### config.mk
export PLATFORM = sky130hd
export DESIGN_NAME = tile_walker
export DESIGN_NICKNAME = d
export VERILOG_FILES = /design/src/rtl/tile_walker.sv
export SDC_FILE = /design/constraint.sdc
export NUM_CORES = 1
export LEC_CHECK = 0
export ABC_AREA = 1
export CAP_MARGIN = 20
export CORE_ASPECT_RATIO = 1.1
export CORE_MARGIN = 3
export CORE_UTILIZATION = 40
export CTS_BUF_LIST = sky130_fd_sc_hd__clkbuf_8
export CTS_CLUSTER_DIAMETER = 100
export DETAILED_ROUTE_END_ITERATION = 8
export PLACE_DENSITY = 0.78
export SLEW_MARGIN = 20
export SYNTH_ARGS = -nofsm -noshare
export SYNTH_HDL_FRONTEND = slang
export SYNTH_SLANG_ARGS = --single-unit
### constraint.sdc
create_clock -name clock -period 3.4 [get_ports clock]
set_input_delay 0.68 -clock clock [delete_from_list [all_inputs] [get_ports clock]]
set_output_delay 0.68 -clock clock [all_outputs]
set_load 0.005 [all_outputs]
### src/rtl/tile_walker.sv
// tile_walker: sequences the brute-force search across the grid's tile FSMs.
// It grants one tile its turn at a time and waits for that tile's forward or
// back pulse. A forward pulse moves the search to the next tile and a back
// pulse moves it to the previous tile. It reports solved / unsolvable / error
// status and drives the tiles' synchronous reset.
//
// Ports
//   clock        in   single clock, posedge
//   reset_n      in   asynchronous active-low reset
//   start        in   begin a solve (honoured in IDLE and the DONE states)
//   abort        in   cancel a solve in progress, back to IDLE
//   tiles_reset  out  one-cycle synchronous reset pulse for all tiles
//   myturn       out  one-hot, one-cycle grant; bit i goes to tile i
//   passfwd      in   tile i found a legal value
//   passbak      in   tile i exhausted its values
//   cur_tile     out  index of the tile holding the turn
//   busy         out  high outside IDLE / DONE_OK / DONE_FAIL
//   done         out  solve finished, held until the next start
//   success      out  valid with done: grid solved
//   timeout      out  sticky: grant limit reached
//   protocol_err out  sticky: illegal pass pulse seen
//   step_count   out  grants issued in this solve, saturating
module tile_walker #(
  parameter int unsigned NUM_TILES = 81,
  parameter int unsigned IDX_W     = 7,
  parameter int unsigned STEP_W    = 32,
  parameter int unsigned MAX_STEPS = 0
) (
  input  logic                 clock,
  input  logic                 reset_n,
  input  logic                 start,
  input  logic                 abort,
  output logic                 tiles_reset,
  output logic [NUM_TILES-1:0] myturn,
  input  logic [NUM_TILES-1:0] passfwd,
  input  logic [NUM_TILES-1:0] passbak,
  output logic [IDX_W-1:0]     cur_tile,
  output logic                 busy,
  output logic                 done,
  output logic                 success,
  output logic                 timeout,
  output logic                 protocol_err,
  output logic [STEP_W-1:0]    step_count
);

  typedef enum logic [2:0] {
    S_IDLE, S_CLEAR, S_SETTLE, S_GRANT, S_WAIT, S_DONE_OK, S_DONE_FAIL
  } state_t;

  localparam logic [IDX_W-1:0] LAST_TILE = IDX_W'(NUM_TILES - 1);

  state_t               r_state, w_next;
  logic [IDX_W-1:0]     r_cur_tile, w_cur_next;
  logic [STEP_W-1:0]    r_step_count, w_step_inc;
  logic                 r_timeout, r_protocol_err;
  logic                 w_clear, w_set_to, w_set_perr;
  logic [NUM_TILES-1:0] w_sel, w_others;
  logic                 w_fwd, w_bak, w_bad;

  always_comb begin
    w_sel = '0;
    w_sel[r_cur_tile] = 1'b1;
  end

  assign w_fwd      = |(passfwd & w_sel);
  assign w_bak      = |(passbak & w_sel);
  assign w_others   = (passfwd | passbak) & ~w_sel;
  // Both pulses from the current tile, or any pulse from another tile, is an error
  assign w_bad      = (w_fwd & w_bak) | (|w_others);
  assign w_step_inc = (&r_step_count) ? r_step_count : r_step_count + STEP_W'(1);

  always_comb begin
    w_next     = r_state;
    w_cur_next = r_cur_tile;
    w_clear    = 1'b0;
    w_set_to   = 1'b0;
    w_set_perr = 1'b0;
    case (r_state)
      S_IDLE, S_DONE_OK, S_DONE_FAIL: begin
        // abort is irrelevant here, so start wins when both are high
        if (start) begin
          w_next     = S_CLEAR;
          w_clear    = 1'b1;
          w_cur_next = '0;
        end
      end
      S_CLEAR:  w_next = abort ? S_IDLE : S_SETTLE;
      S_SETTLE: w_next = abort ? S_IDLE : S_GRANT;
      S_GRANT: begin
        if (abort) begin
          w_next = S_IDLE;
        end else if ((MAX_STEPS != 0) && (w_step_inc >= STEP_W'(MAX_STEPS))) begin
          w_next   = S_DONE_FAIL;
          w_set_to = 1'b1;
        end else begin
          w_next = S_WAIT;
        end
      end
      S_WAIT: begin
        if (abort) begin
          w_next = S_IDLE;
        end else if (w_bad) begin
          w_next     = S_DONE_FAIL;
          w_set_perr = 1'b1;
        end else if (w_fwd) begin
          if (r_cur_tile == LAST_TILE) begin
            w_next = S_DONE_OK;
          end else begin
            w_next     = S_GRANT;
            w_cur_next = r_cur_tile + IDX_W'(1);
          end
        end else if (w_bak) begin
          if (r_cur_tile == '0) begin
            w_next = S_DONE_FAIL;
          end else begin
            w_next     = S_GRANT;
            w_cur_next = r_cur_tile - IDX_W'(1);
          end
        end
      end
      default: w_next = S_IDLE;
    endcase
  end

  always_ff @(posedge clock or negedge reset_n) begin
    if (!reset_n) begin
      r_state        <= S_IDLE;
      r_cur_tile     <= '0;
      r_step_count   <= '0;
      r_timeout      <= 1'b0;
      r_protocol_err <= 1'b0;
    end else begin
      r_state    <= w_next;
      r_cur_tile <= w_cur_next;
      if (w_clear) begin
        r_step_count   <= '0;
        r_timeout      <= 1'b0;
        r_protocol_err <= 1'b0;
      end else begin
        if (r_state == S_GRANT) r_step_count <= w_step_inc;
        if (w_set_to)           r_timeout <= 1'b1;
        if (w_set_perr)         r_protocol_err <= 1'b1;
      end
    end
  end

  assign tiles_reset  = (r_state == S_CLEAR);
  assign myturn       = (r_state == S_GRANT) ? w_sel : '0;
  assign cur_tile     = r_cur_tile;
  assign busy         = (r_state != S_IDLE) && (r_state != S_DONE_OK) && (r_state != S_DONE_FAIL);
  assign done         = (r_state == S_DONE_OK) || (r_state == S_DONE_FAIL);
  assign success      = (r_state == S_DONE_OK);
  assign timeout      = r_timeout;
  assign protocol_err = r_protocol_err;
  assign step_count   = r_step_count;

endmodule

==> run_results.csv <==
group,metric,value,unit
clock_network,holdBufCountCts,0,
layout,fin_cells,1700,
synthesis,synth.top_cell.area_share,0.226,
synthesis,yosys-top-cells-area,"nand2_1 23%, dfrtp_1 17%, nor2_1 14%",
sta,fmaxAchievable,311,MHz
die,die_h,139,um
placed_design,port_buffers,290,
synthesis,ys_dominant_reg_cell,"dfrtp_1",
clock_network,worstSkewPairLatency,0.31,ns
clock_network,cts_tree,"built",
critical_path,timing.rr.start,"cur_tile[0]",
flow_run,max_cap_viol_count,0,
drt,wl,31400,um
clock_network,numCtsBuffers,5,
sta,setup-violations-final,0,
status,status,"completed",
synthesis,yosysSeqAreaShare,0.168,
clock_network,cts.sinks,43,
placed_design,gp_congestion,1.01,
drt,routed_via_density,5.38,
power,ir_drop,0.453,mV
global_route,antenna_found_initial,5,
sta,fin_worst_skew,0.0101,ns
drt,ant_nets,0,
critical_path,cp_max_fo,52,
sta,whs,0.369,ns
critical_path,worstSetupStartpointType,"register",
sta,finalSetupTns,0,ns
critical_path,cp_data_arrival_time,2.53,ns
sta,period_minus_slack,3.21,ns
layout,fill_cells,1437,
placed_design,dpl_cell_area,0.00961,mm2
synthesis,yosysWarnings,0,
drt,dr_total_vias,9145,
synthesis,synthCells,1176,
synthesis,syn-num-nets,1349,
global_route,grt_use_total,0.330,
synthesis,ys_seq_elements,43,
clock_network,cts-root-buf,"clkbuf_8",
layout,syn_to_final_growth,57.2,%
clock_network,path_clk_slew,0.09,ns
worst_hold_path,min_path_type,"input pin to async pin",
die,ios,292,
layout,multiInputGateArea,0.00476,mm2
layout,nNetsFinal,1674,
die,die_w,127,um
synthesis,async_reset_ff_frac,1.00,
layout,layout_common_cells,"382 x nand2_1, 289 x clkdlybuf4s50_1, 219 x nor2_1, 122 x nand3_1, 73 x inv_1",
layout,regArea,0.00108,mm2
global_route,grt_first_pass_wirelength,46600,um
critical_path,worstSetupPathType,"register to output port",
sta,tightest_slew,0.847,ns
layout,final_common_cell,"nand2_1",
clock_network,clock_path_buffers,2,
synthesis,yosys.area.top_type,"nand2_1",
sta,post-route-period-util,0.945,
drt,wl_per_cell,18.5,um
synthesis,synth_area,0.00641,mm2
layout,fin_area,0.0101,mm2
sta,slew_viol_final,0,
die,start_util,0.417,
synthesis,ys_types,47,
sta,hold_violations,0,
critical_path,cp-end-kind,"output port",
global_route,grt_pass1_vias,8204,
clock_network,cts_max_level,2,
power,p_leak,4.33,nW
die,die_area,0.0176,mm2
sta,relSlewSlack,0.434,
critical_path,crit_start,"r_state[0]",
power,pwr_density_cell,203,mW/mm2
global_route,grt-ovfl-total,0,
synthesis,synth_edf_count,0,
placed_design,dpl.hpwl,25100,um
die,rows,47,
drt,drt_iter0_markers,818,
drt,drc_errors,0,
die,core_area,0.0153,mm2
synthesis,avgSynthCellArea,5.45,um2
layout,drive_gt1_frac,0.133,
drt,drt-pass1-iter-count,5,
critical_path,crit_required,2.72,ns
placed_design,post-place-cells,1666,
global_route,grt_max_degree,53,
## synth_stat cells (all sizes together), types with 2 or more instances
master	number
o21bai	2
nor2	252
a31oi	2
o21ai	68
o22ai	3
inv	84
ha	6
or2	33
and3	3
clkbuf	14
a21oi	21
xor2	3
nand3	130
nor3	22
o31ai	6
buf	33
nand2	399
nand4	27
nor4	4
a22oi	2
dfrtp	43
xnor2	9
clkinv	2
## worst paths after layout
| check | endpoint | slack [ns] | depth (start not counted) |
|---|---|---|---|
| setup reg to reg | cur_tile[6] | 0.20 | 20 |
| max in group asynchronous | cur_tile[4] | 2.62 | 1 |
| setup / recovery | myturn[14] | 0.19 | 6 |
| min in group clock | protocol_err | 0.52 | 2 |
| hold reg to reg | protocol_err | 0.52 | 2 |
| hold / removal | r_state[2] | 0.37 | 1 |
## metrics by stage
stage	setup WS [ns]	util	power, mW
global route	-0.0218	0.656	2.18
CTS	0.0133	0.632	2.01
finish	0.187	0.656	2.04
floorplan	0.476	-	1.12
detailed placement	-0.0671	0.626	1.67
global placement	-0.0363	0.626	1.67
## state kept, by name, summed over array words and instances (netlist names)
signal        cells
cur_tile          7
protocol_err      1
r_state           3
step_count       32
## worst max-delay path, cell delays in order, from the launching register on
cell and delay, ns:
dfrtp_1 0.41, nand2_1 0.11, nor2_1 0.23, inv_2 0.31, buf_12 0.28, nor2_1 0.28
clkdlybuf4s50_1 0.57
## power by group
group	internal (mW)	switching [mW]	total [mW]
sequential	0.552	0.0486	0.600
combinational	0.493	0.620	1.11
clock	0.141	0.190	0.331
total	1.19	0.858	2.04
## per-layer routing
layer | wire length [um] | global-route usage | up-vias | share of wire
li1 | - | - | 4433 | -
met1 | 11900 | 0.407 | 4141 | 0.38
met2 | 15400 | 0.576 | 478 | 0.49
met3 | 2960 | 0.0639 | 87 | 0.094
met4 | 1170 | 0.104 | 6 | 0.037
met5 | 41 | 0 | - | 0.0013
## cell type report
class,count,area share
tap,196,0.0244
clock buffer,5,0.00683
multi-input combinational,1000,0.472
inverter,86,0.0345
antenna,3,0.000746
sequential,43,0.108
clock inverter,2,0.00137
timing repair buffer,365,0.352
## logic make-up after synthesis
family | Yosys count | synth area share
compound gates | 108 | 0.0941
fa+ha+maj | 7 | 0.0148
simple gates | 872 | 0.597
other cells | 1 | 0.000585
buf+inv | 133 | 0.109
xor+xnor | 12 | 0.0164
flops | 43 | 0.168
## what timing repair did
action,4_1_cts,5_1_grt
cloned,0,1
setup endpoints to repair,1,7
pin swaps,0,17
buffers inserted,0,23
gates resized for setup,2,52
(Power assumes the default switching activity.)
==> edit, RTL diff (same flow settings) <==
Set the parameter `STEP_W` to 28 (it was 32).
--- a/src/rtl/tile_walker.sv
+++ b/src/rtl/tile_walker.sv
@@ -24,5 +24,5 @@
   parameter int unsigned NUM_TILES = 81,
   parameter int unsigned IDX_W     = 7,
-  parameter int unsigned STEP_W    = 32,
+  parameter int unsigned STEP_W    = 28,
   parameter int unsigned MAX_STEPS = 0
 ) (
Ports: changed (resized step_count); port bits go from 292 to 288. No check against the original RTL was run, so the function may have changed too.
==> edit against the original RTL <==
  * Critical path depth increased by 17
  * Clock skew decreased by 0.0029 ns
  * Setup slack got worse by 0.033 ns
  * Area after synthesis decreased by 5.5%
  * Sequential cell count decreased by 4
  * Synthesized cell count decreased by 0.60%
  * Maximum frequency decreased by 1.0%
  * Routed wire length decreased by 2.7%
  * Via count decreased by 1.5%
  * Clock power increased by 17%
  * Power increased by 2.2%
  * Count of clock-buffer cells in the layout unchanged
  * Design area decreased by 2.6%
  * Critical path type is now reg2reg
  * Critical endpoint is now cur_tile[6]
  * Largest power group unchanged
==> edit: results <==
place:
  pre_cts_ws_ns: -0.127
  dp_hpwl_mm: 25.1
  portBuffers: 286
  finalWeightedCongestion: 1.02
synthesis:
  seq_area_frac_synth_pct: 16.1
  synthTopCellsByCount: "nand2_1, nor2_1, nand3_1"
  avgSynthCellArea_um2: 5.18
  syn_nets: 1342
  synth_cell_types: 42
drt:
  met1Wirelength_mm: 11.4
  wl_met3_mm: 3.03
  dr_wl_met2_mm: 14.8
  highest_layer: "met5"
  vias: 9011
  dr.pass1.iters: 6
  dr.first_iter.drc_count: 781
  post_drt_wl_per_cell_um: 18.0
pwr:
  p_int_mw: 1.24
  peakVddDrop_v: 0.000532
  p_leak_nw: 4.39
worst_setup_path:
  critPathLaunch: "cur_tile[2]"
  crit_family: "simple AND/OR/NAND/NOR gates"
  cp_max_fo: 8
  r2r_start: "cur_tile[2]"
  arrival_ns: 3.49
  cpPeakStageDelay_ns: 0.45
  cpMaxStageDelayCell: "dfrtp_2"
finish:
  final_cells: 1694
  drive_above_1_share_pct: 12.1
  largest_reg_flops: 28
floorplanning:
  placementRows: 46
min_path:
  hold_class: "reg2reg"
sta:
  max_slew.worst_pin.slew_ns: 0.932
  finalClockSkew_ns: 0.00719
  fin_crit_sh_pct: 95.5
global_routing:
  grt_max_degree: 81
  grtUsageTotal_pct: 35.2
  grt_pass1_wl_mm: 45.6
  grt_pass1_vias: 8517
  grt_antenna_before_repair: 4
outcome:
  outcome: "finished, final reports clean"
[edit: layout make-up]
type | count | area, um^2
fill | 1414 | 4810
sequential | 39 | 982
clock inverter | 2 | 33.8
multi-input combinational | 995 | 4540
tap | 192 | 240
antenna | 2 | 5.00
timing repair buffer | 367 | 3580
inverter | 92 | 360
clock buffer | 5 | 68.8
[edit: path summary, 6_finish.rpt]
path / end / slack [ns] / depth (start not counted)
setup / recovery: cur_tile[6] / 0.15 / 23
hold / removal: step_count[7] / 0.48 / 1
setup reg to reg: cur_tile[6] / 0.15 / 23
hold reg to reg: step_count[7] / 0.48 / 1
max in group asynchronous: cur_tile[5] / 2.24 / 1
min in group asynchronous: step_count[19] / 0.51 / 1
[edit: metal layers]
layer | GRT usage (%) | vias up
met5 | 0 | -
met3 | 7.71 | 99
li1 | - | 4367
met1 | 41.6 | 4088
met4 | 14.4 | 6
met2 | 61.2 | 451
[edit: kinds of logic after synthesis]
logic type               Yosys count  share of synthesized area [%]
other                              1                         0.0620
flip-flops                        39                           16.1
XOR/XNOR                           8                           1.16
adder cells (fa/ha/maj)            7                           1.57
AND/OR/NAND/NOR                  881                           62.1
buffers and inverters            135                           10.4
AO/OA/AOI/OAI                     98                           8.58
[edit: repair_timing]
item                                    4_1_cts  5_1_grt
buffers inserted                              0        7
endpoints found under the setup margin        0        6
gates resized for setup                       0       43
[edit: power groups by stage]
stage | combinational [mW] | clock [mW] | sequential, mW
floorplan | 0.510 | 0 | 0.576
global placement | 1.08 | 0 | 0.592
detailed placement | 1.09 | 0 | 0.593
CTS | 1.10 | 0.392 | 0.584
global route | 1.22 | 0.412 | 0.592
finish | 1.12 | 0.386 | 0.585
